File: src/rtl/exec_trace_monitor_pkg.sv
// Shared types and constants for the execution-trace monitor.
// No logic: enums, the trace entry layout and the default halt opcode.
// Imported by the FIFO and the monitor top.
package trace_pkg;

  localparam int TRC_DATA_W  = 64;
  localparam int TRC_STAMP_W = 32;

  // ECALL/EBREAK-class SYSTEM opcode ends capture by default
  localparam logic [6:0] DEF_HALT_OPCODE = 7'b1110011;

  typedef enum logic {
    PC_EVT = 1'b0,
    ST_EVT = 1'b1
  } trace_kind_e;

  typedef enum logic [1:0] {
    H_NONE  = 2'b00,
    H_OPC   = 2'b01,
    H_STALL = 2'b10,
    H_BOTH  = 2'b11
  } halt_cause_e;

  typedef struct packed {
    trace_kind_e             kind;
    logic [TRC_DATA_W-1:0]   addr;
    logic [TRC_STAMP_W-1:0]  stamp;
  } trace_entry_t;

endpackage

File: src/rtl/exec_trace_monitor_if.sv
// Trace drain port: first-word-fall-through head plus pop request.
// Head is combinational from buffer state; a pop takes effect at the next edge.
// Consumer pops only when rd_valid is high; pops on an empty buffer are ignored.
interface exec_trace_monitor_if #(
  parameter int DATA_W  = 64,
  parameter int STAMP_W = 32
);
  logic               rd_en;
  logic               rd_valid;
  logic               rd_kind;
  logic [DATA_W-1:0]  rd_addr;
  logic [STAMP_W-1:0] rd_stamp;

  modport master (input rd_en, output rd_valid, rd_kind, rd_addr, rd_stamp);
  modport slave  (output rd_en, input rd_valid, rd_kind, rd_addr, rd_stamp);
endinterface

File: src/rtl/exec_trace_monitor_fifo.sv
// Circular trace store, DEPTH entries, first-word-fall-through read.
// Write visible at the head one edge after the write edge; pop at the edge.
// When full without a pop: mode 0 evicts the oldest entry, mode 1 drops the new one; drop pulses either way.
module trace_fifo
  import trace_pkg::*;
#(
  parameter int  DEPTH   = 16,
  parameter type entry_t = trace_entry_t
) (
  input  logic                   clk,
  input  logic                   rst,
  input  logic                   wr_en,
  input  entry_t                 wr_ent,
  input  logic                   rd_en,
  input  logic                   mode,
  output logic                   rd_valid,
  output entry_t                 rd_ent,
  output logic [$clog2(DEPTH):0] fill,
  output logic                   drop
);
  localparam int PTR_W = $clog2(DEPTH);

  entry_t           mem [DEPTH];
  logic [PTR_W-1:0] wptr;
  logic [PTR_W-1:0] rptr;
  logic             pop;
  logic             full;
  logic             do_wr;
  logic             evict;

  assign rd_valid = (fill != '0);
  // Empty buffer presents an all-zero head rather than stale storage
  assign rd_ent   = rd_valid ? mem[rptr] : '0;

  // Decide whether this cycle's write lands, evicts, or is lost
  always_comb begin
    pop   = rd_en && rd_valid;
    full  = (fill == (PTR_W+1)'(DEPTH));
    do_wr = wr_en && (!full || pop || !mode);
    evict = wr_en && full && !pop && !mode;
    drop  = wr_en && full && !pop;
  end

  // Entry storage; contents beyond fill are never presented
  always_ff @(posedge clk) begin
    if (do_wr && !rst) mem[wptr] <= wr_ent;
  end

  // Pointers wrap naturally at DEPTH; fill tracks occupancy
  always_ff @(posedge clk) begin
    if (rst) begin
      wptr <= '0;
      rptr <= '0;
      fill <= '0;
    end else begin
      if (do_wr) wptr <= wptr + 1'b1;
      if (pop || evict) rptr <= rptr + 1'b1;
      if (do_wr && !pop && !evict) fill <= fill + 1'b1;
      else if (pop && !do_wr)      fill <= fill - 1'b1;
    end
  end
endmodule

File: src/rtl/exec_trace_monitor.sv
// Records PC changes and data stores of the multicycle core as stamped trace entries; detects halt.
// Entry reaches the buffer head one edge after its event (two for a store coinciding with a PC change).
// No backpressure to the core: entries that cannot be queued or pended are counted in dropped.
module exec_trace_monitor
  import trace_pkg::*;
#(
  parameter int                DATA_W       = 64,
  parameter int                DEPTH        = 16,
  parameter int                STAMP_W      = 32,
  parameter int                STATE_W      = 5,
  parameter logic [STATE_W-1:0] DECODE_STATE = 1,
  parameter logic [6:0]        HALT_OPCODE  = DEF_HALT_OPCODE,
  parameter int                STALL_LIMIT  = 64
) (
  input  logic                   clk,
  input  logic                   Reset,
  input  logic [DATA_W-1:0]      PCOut,
  input  logic [STATE_W-1:0]     state,
  input  logic [6:0]             Instr6_0,
  input  logic                   DMemWrite,
  input  logic [DATA_W-1:0]      ALUOut,
  input  logic                   trc_mode,
  exec_trace_monitor_if.master   rd,
  output logic [$clog2(DEPTH):0] fill,
  output logic [15:0]            dropped,
  output logic [63:0]            cycle_count,
  output logic                   halted,
  output logic [1:0]             halt_cause
);
  localparam int SCNT_W = $clog2(STALL_LIMIT) + 1;

  typedef struct packed {
    trace_kind_e        kind;
    logic [DATA_W-1:0]  addr;
    logic [STAMP_W-1:0] stamp;
  } entry_t;

  logic [DATA_W-1:0] prev_pc;
  logic [SCNT_W-1:0] stall_cnt;
  logic              pend_vld;
  entry_t            pend_ent;
  logic              pend_nxt_vld;
  entry_t            pend_nxt;
  logic              pc_evt;
  logic              opc_hit;
  logic              stall_hit;
  logic              wr_en;
  entry_t            wr_ent;
  entry_t            pc_ent;
  entry_t            st_ent;
  entry_t            head;
  logic              evt_drop;
  logic              fifo_drop;
  logic [16:0]       drop_sum;
  halt_cause_e       cause_q;

  // Event detection and the single-write arbitration: pending first, then PC, then store
  always_comb begin
    pc_evt       = (PCOut != prev_pc);
    pc_ent       = '{kind: PC_EVT, addr: PCOut,  stamp: cycle_count[STAMP_W-1:0]};
    st_ent       = '{kind: ST_EVT, addr: ALUOut, stamp: cycle_count[STAMP_W-1:0]};
    wr_en        = 1'b0;
    wr_ent       = '0;
    pend_nxt_vld = 1'b0;
    pend_nxt     = pend_ent;
    evt_drop     = 1'b0;
    if (halted) begin
      evt_drop = pend_vld;
    end else if (pend_vld) begin
      wr_en  = 1'b1;
      wr_ent = pend_ent;
      if (pc_evt) begin
        pend_nxt_vld = 1'b1;
        pend_nxt     = pc_ent;
        evt_drop     = DMemWrite;
      end else if (DMemWrite) begin
        pend_nxt_vld = 1'b1;
        pend_nxt     = st_ent;
      end
    end else if (pc_evt) begin
      wr_en  = 1'b1;
      wr_ent = pc_ent;
      if (DMemWrite) begin
        pend_nxt_vld = 1'b1;
        pend_nxt     = st_ent;
      end
    end else if (DMemWrite) begin
      wr_en  = 1'b1;
      wr_ent = st_ent;
    end
  end

  // Halt conditions evaluated on the current cycle's inputs
  always_comb begin
    opc_hit   = (state == DECODE_STATE) && (Instr6_0 == HALT_OPCODE);
    stall_hit = !pc_evt && (stall_cnt == SCNT_W'(STALL_LIMIT - 1));
    drop_sum  = {1'b0, dropped} + {16'd0, evt_drop} + {16'd0, fifo_drop};
  end

  // Cycle counter, PC history, stall counter and sticky halt; all freeze once halted
  always_ff @(posedge clk) begin
    if (Reset) begin
      cycle_count <= '0;
      prev_pc     <= '0;
      stall_cnt   <= '0;
      halted      <= 1'b0;
      cause_q     <= H_NONE;
    end else if (!halted) begin
      cycle_count <= cycle_count + 64'd1;
      prev_pc     <= PCOut;
      stall_cnt   <= pc_evt ? '0 : stall_cnt + 1'b1;
      if (opc_hit || stall_hit) begin
        halted  <= 1'b1;
        cause_q <= halt_cause_e'({stall_hit, opc_hit});
      end
    end
  end

  // Pending store/PC slot and saturating lost-entry counter
  always_ff @(posedge clk) begin
    if (Reset) begin
      pend_vld <= 1'b0;
      pend_ent <= '0;
      dropped  <= '0;
    end else begin
      pend_vld <= pend_nxt_vld;
      pend_ent <= pend_nxt;
      dropped  <= drop_sum[16] ? 16'hFFFF : drop_sum[15:0];
    end
  end

  trace_fifo #(
    .DEPTH   (DEPTH),
    .entry_t (entry_t)
  ) u_fifo (
    .clk      (clk),
    .rst      (Reset),
    .wr_en    (wr_en),
    .wr_ent   (wr_ent),
    .rd_en    (rd.rd_en),
    .mode     (trc_mode),
    .rd_valid (rd.rd_valid),
    .rd_ent   (head),
    .fill     (fill),
    .drop     (fifo_drop)
  );

  assign rd.rd_kind  = head.kind;
  assign rd.rd_addr  = head.addr;
  assign rd.rd_stamp = head.stamp;
  assign halt_cause  = cause_q;
endmodule

File: src/flat_wrapper.sv
// flat-port wrapper written by rule: the top's interface ports become plain ports
module exec_trace_monitor_flat import trace_pkg::*;
#(
  parameter int                DATA_W       = 64,
  parameter int                DEPTH        = 16,
  parameter int                STAMP_W      = 32,
  parameter int                STATE_W      = 5,
  parameter logic [STATE_W-1:0] DECODE_STATE = 1,
  parameter logic [6:0]        HALT_OPCODE  = DEF_HALT_OPCODE,
  parameter int                STALL_LIMIT  = 64
)
  (clk, Reset, PCOut, state, Instr6_0, DMemWrite, ALUOut, trc_mode, fill, dropped, cycle_count, halted, halt_cause, rd_rd_en, rd_rd_valid, rd_rd_kind, rd_rd_addr, rd_rd_stamp);
  exec_trace_monitor_if #(.DATA_W(DATA_W), .STAMP_W(STAMP_W)) rd_i ();
  input  logic clk;
  input  logic Reset;
  input  logic [DATA_W-1:0] PCOut;
  input  logic [STATE_W-1:0] state;
  input  logic [6:0] Instr6_0;
  input  logic DMemWrite;
  input  logic [DATA_W-1:0] ALUOut;
  input  logic trc_mode;
  output logic [$clog2(DEPTH):0] fill;
  output logic [15:0] dropped;
  output logic [63:0] cycle_count;
  output logic halted;
  output logic [1:0] halt_cause;
  input wire logic [$bits(rd_i.rd_en)-1:0] rd_rd_en;
  output wire logic [$bits(rd_i.rd_valid)-1:0] rd_rd_valid;
  output wire logic [$bits(rd_i.rd_kind)-1:0] rd_rd_kind;
  output wire logic [$bits(rd_i.rd_addr)-1:0] rd_rd_addr;
  output wire logic [$bits(rd_i.rd_stamp)-1:0] rd_rd_stamp;
  assign rd_i.rd_en = rd_rd_en;
  assign rd_rd_valid = rd_i.rd_valid;
  assign rd_rd_kind = rd_i.rd_kind;
  assign rd_rd_addr = rd_i.rd_addr;
  assign rd_rd_stamp = rd_i.rd_stamp;
  exec_trace_monitor #(.DATA_W(DATA_W), .DEPTH(DEPTH), .STAMP_W(STAMP_W), .STATE_W(STATE_W), .DECODE_STATE(DECODE_STATE), .HALT_OPCODE(HALT_OPCODE), .STALL_LIMIT(STALL_LIMIT)) u_core (.clk(clk), .Reset(Reset), .PCOut(PCOut), .state(state), .Instr6_0(Instr6_0), .DMemWrite(DMemWrite), .ALUOut(ALUOut), .trc_mode(trc_mode), .rd(rd_i), .fill(fill), .dropped(dropped), .cycle_count(cycle_count), .halted(halted), .halt_cause(halt_cause));
endmodule
File: config.mk
export PLATFORM = sky130hd
export DESIGN_NAME = exec_trace_monitor_flat
export DESIGN_NICKNAME = d
export VERILOG_FILES = /design/src/rtl/exec_trace_monitor_pkg.sv /design/src/rtl/exec_trace_monitor_if.sv /design/src/rtl/exec_trace_monitor_fifo.sv /design/src/rtl/exec_trace_monitor.sv /design/src/flat_wrapper.sv
export SDC_FILE = /design/constraint.sdc
export NUM_CORES = 2
export LEC_CHECK = 0
export BUFFER_PORTS_ARGS = -buffer_cell sky130_fd_sc_hd__clkbuf_2
export CAP_MARGIN = 20
export CELL_PAD_IN_SITES_DETAIL_PLACEMENT = 2
export CELL_PAD_IN_SITES_GLOBAL_PLACEMENT = 2
export CORE_MARGIN = 2
export CORE_UTILIZATION = 51
export CTS_CLUSTER_SIZE = 16
export DETAILED_ROUTE_END_ITERATION = 16
export GPL_ROUTABILITY_DRIVEN = 0
export PLACE_DENSITY = 0.95
export SLEW_MARGIN = 20
export SYNTH_ARGS = -nofsm -noshare
export SYNTH_HDL_FRONTEND = slang
export SYNTH_SLANG_ARGS = --single-unit
export TNS_END_PERCENT = 10
File: constraint.sdc
create_clock -name clk -period 37.5 [get_ports clk]
set_input_delay 7.5 -clock clk [delete_from_list [all_inputs] [get_ports clk]]
set_output_delay 7.5 -clock clk [all_outputs]
set_load 0.02 [all_outputs]
==> results.md <==
* Max FO, Critical Path at 52
* Final WS setup at between 20 and 25 ns
* Post-CTS setup buffer count at 0
* WL/cell at just under 50 um
* Fin crit share at ~38%
* Final setup violating endpoints at 0
* Critical Path Sink Type: primary output
* CP endpoint: rd_rd_addr[15]
* Pre-CTS WS at between 20 and 25 ns
* Cell repeated most along the worst path: buf_4
* Slowest cell on the critical path: dfxtp_4
* RR Endpoint: u_core.dropped[9]
* Tmin final at approximately 14 ns
* Final HPWL from detailed placement at roughly 160 mm
* Vias in the first global route at 48200
* # clock sinks at ~1800
* Design Area, Final at 0.0837 sq mm
* Final wirelength at 315 mm
* Final Hold Violating Endpoints at 0
* Leading area contributor after synthesis: edfxtp_1
* Synth cell types at 66
* Via/cell ratio at approximately 7.4
* Core area at ~0.14 sq mm
* Sequential power share at between 40% and 50%
* Slew headroom at less than 1%
* 1st-iter DRT viols at between 8000 and 9000
* Syn Area/Cell at roughly 19 sq um
* Register area share after synthesis at roughly 71%
* Synth warn at 0
* Slew @ Worst Pin at 1.48 ns
* # H-tree levels at 4
* Outcome: finished, violations left
* Critical R2R Launch: u_core.prev_pc[1]
* R2R cell count at 15
* WS Path Type: register to primary output
* Top cells by area, synth: edfxtp_1, mux4_2, dfxtp_1
* Max VDD drop at between 0.05 and 0.06 mV
* CTS Buf Count at roughly 190
* Port-buffer cells at 330
* Worst setup SP type: register
* CP arrival at 6.91 ns
* IO Pins at between 300 and 400
* Sum Neg Setup Slack at 0 ns
* Synth top area share at approximately 63%
* # nets final at ~4400
* Fin util at about three fifths
* Primary FF master, synth: edfxtp_1
* Row cnt at about 140
* Fmax at just under 70 MHz
* Flop-to-flop setup slack at around 31 ns
* GRT overflow at 0
* Hold Path Class: register to register
* Largest net degree at the start of global routing at around 130
* Resized cells post-CTS at 0
* FFs w/ async S/R, synth at 0%
* Flops & latches, synth at 1821
* Hold Worst Slack at 0.502 ns
* Chip Width at just under 400 um
* Max-cap violations at 1
* Static Leak at between 20 and 30 nW
* Clock power frac at a little under two fifths
* Internal Pwr Total at ~3.7 mW
* Failing checks: capacitance limit
* Crit-path cells: buf_4 > buf_6 > buf_4 > buf_4 > mux4_2 > mux4_2 > and2_1 > clkbuf_2
* Worst path required time at ~30 ns
* P_sw at between 1.5 and 2 mW
* Total number of vias at 47100
* Comb power frac at approximately a fifth
* First drt pass iteration count at 6
* Synth Cell Area at ~0.074 sq mm
* Post-DRT Antenna Nets at 0
* Worst path max stage delay at approximately 0.90 ns
* RSZ-0062 raised after global routing: no
* Final slew viol count at 0
* Clock Latency Late Sink at between 0.8 and 0.9 ns
* Skew final at ~0.058 ns
* First-pass GRT wire length at 412 mm
* Fraction of layout cells with a size suffix above 1 at 29.8%
* GR Util All Layers at 40.7%
* Die area at between 0.1 and 0.15 sq mm
* Initial Util at between 50% and 60%
* PD cells at around 64 mW/mm^2
* Post-Synthesis Cells at 3909
* EDFF count, synth at 1552
* Die Height at a little under 400 um
* Sw Ratio at around 30%
* CTS tree: yes
* Longest Clk Path Bufs at 3
* Initial antenna violation count at 36
* Syn nets at a little over 4000
* Post-CTS Hold Fix Bufs at 0
* Synthesis-to-finish area growth at 13.7%
* DRC viols at 0
* Root Buffer: clkbuf_16
* Clock Pin Slew Worst Setup and Hold Paths at ~0.080 ns
* Dpl cell area at just under 0.08 sq mm
-- layout make-up --
cell class,instances,area (sq um)
Multi-Input combinational cell,1824,20800
Clock inverter,95,816
Sequential cell,1821,52000
Tap cell,1903,2380
Fill cell,11700,59700
Inverter,17,63.8
Clock buffer,260,5290
Antenna cell,11,27.5
Timing Repair Buffer,418,2380
-- metrics by stage --
step	power, mW	instances
floorplan	2.96	3909
global placement	3.22	5975
detailed placement	3.29	5975
CTS	5.26	6330
global route	5.42	6344
finish	5.34	6349
-- how the worst min path moves through the flow --
stage | startpoint | endpoint | cells after the start
finish | u_core.pend_ent[60] | u_core.pend_ent[60] | 1
floorplan | u_core.pend_ent[0] | u_core.pend_ent[0] | 2
global placement | u_core.pend_ent[9] | u_core.pend_ent[9] | 2
CTS | u_core.pend_ent[60] | u_core.pend_ent[60] | 1
global route | u_core.pend_ent[60] | u_core.pend_ent[60] | 1
detailed placement | u_core.pend_ent[12] | u_core.pend_ent[12] | 2
-- kinds of logic (layout without fill, tap and decap cells) --
| group | count (synthesis) | after routing | synth area share, % |
|---|---|---|---|
| and+or+nand+nor | 660 | 660 | 4.90 |
| xor gates and xnor gates | 137 | 137 | 1.63 |
| other | 0 | 11 | 0 |
| adders and majority gates | 13 | 13 | 0.241 |
| DFF | 1821 | 1821 | 70.6 |
| muxes | 717 | 717 | 18.1 |
| buffers and inverters | 264 | 790 | 1.52 |
| AOI/OAI and AO/OA | 297 | 297 | 3.02 |
-- flip-flops by register name, summed over array words and instances (netlist names), named ones only --
register	flops
u_core.u_fifo.fill	5
u_core.u_fifo.wptr	4
u_core.pend_vld	1
u_core.halted	1
u_core.u_fifo.rptr	4
u_core.u_fifo.mem	1552
u_core.stall_cnt	7
u_core.prev_pc	64
u_core.pend_ent	97
u_core.cycle_count	64
u_core.dropped	16
u_core.halt_cause	2
-- critical path, delay by kind of cell (launching register included) --
| family | cells | cell delay (ns) |
|---|---|---|
| buf+inv | 5 | 3.47 |
| flops | 1 | 0.90 |
| mux | 2 | 1.22 |
| simple gates | 1 | 0.19 |
-- synth_stat cells (14+ instances only) --
cell,n
nand2b_1,70
o2bb2ai_1,64
xor2_1,38
nor3_1,27
mux2i_1,163
mux4_2,485
buf_2,75
o21ai_1,16
o21ai_0,69
a221o_1,64
nand4_1,32
xnor2_1,99
nand2_1,39
a22o_1,32
a21oi_1,37
and2_1,167
dfxtp_1,269
edfxtp_1,1552
buf_1,19
and3_1,14
mux2_2,60
nor2_1,212
clkbuf_1,147
nand3_1,30
inv_1,16
or3_1,14
-- power by group through the flow --
stage,registers [mW],logic [mW],clock network [mW]
after detailed placement,2.36,0.932,0
after CTS,2.32,0.966,1.97
after floorplan,2.33,0.626,0
after global placement,2.34,0.880,0
final,2.32,0.991,2.02
after global routing,2.32,1.02,2.08
-- layout by cell type, fill, tap and decap left out, drive strengths merged, types with 11 or more instances in the layout --
master / count
inv: 21
ha: 11
edfxtp: 1552
xor2: 38
o2bb2ai: 64
or3: 14
buf: 89
bufinv: 14
a22o: 32
mux2: 69
nor4: 13
clkbuf: 589
clkinv: 74
and2: 168
dfxtp: 269
nor3: 29
xnor2: 99
o21ai: 85
mux2i: 163
nand2: 39
nand2b: 70
a221o: 64
nand4: 36
and3: 14
nand3: 30
mux4: 485
nor2: 214
diode: 11
nor2b: 11
a21oi: 37
-- routing by layer --
metal	wire length [um]	track usage [%]	vias to the layer above	part of all wire (%)
met4	20000	20.9	52	6.3
met3	36600	9.76	1130	12
met5	353	0	-	0.11
li1	-	-	16500	-
met2	151000	66.3	4625	48
met1	107000	51.0	24800	34
(Power assumes the default switching activity.)
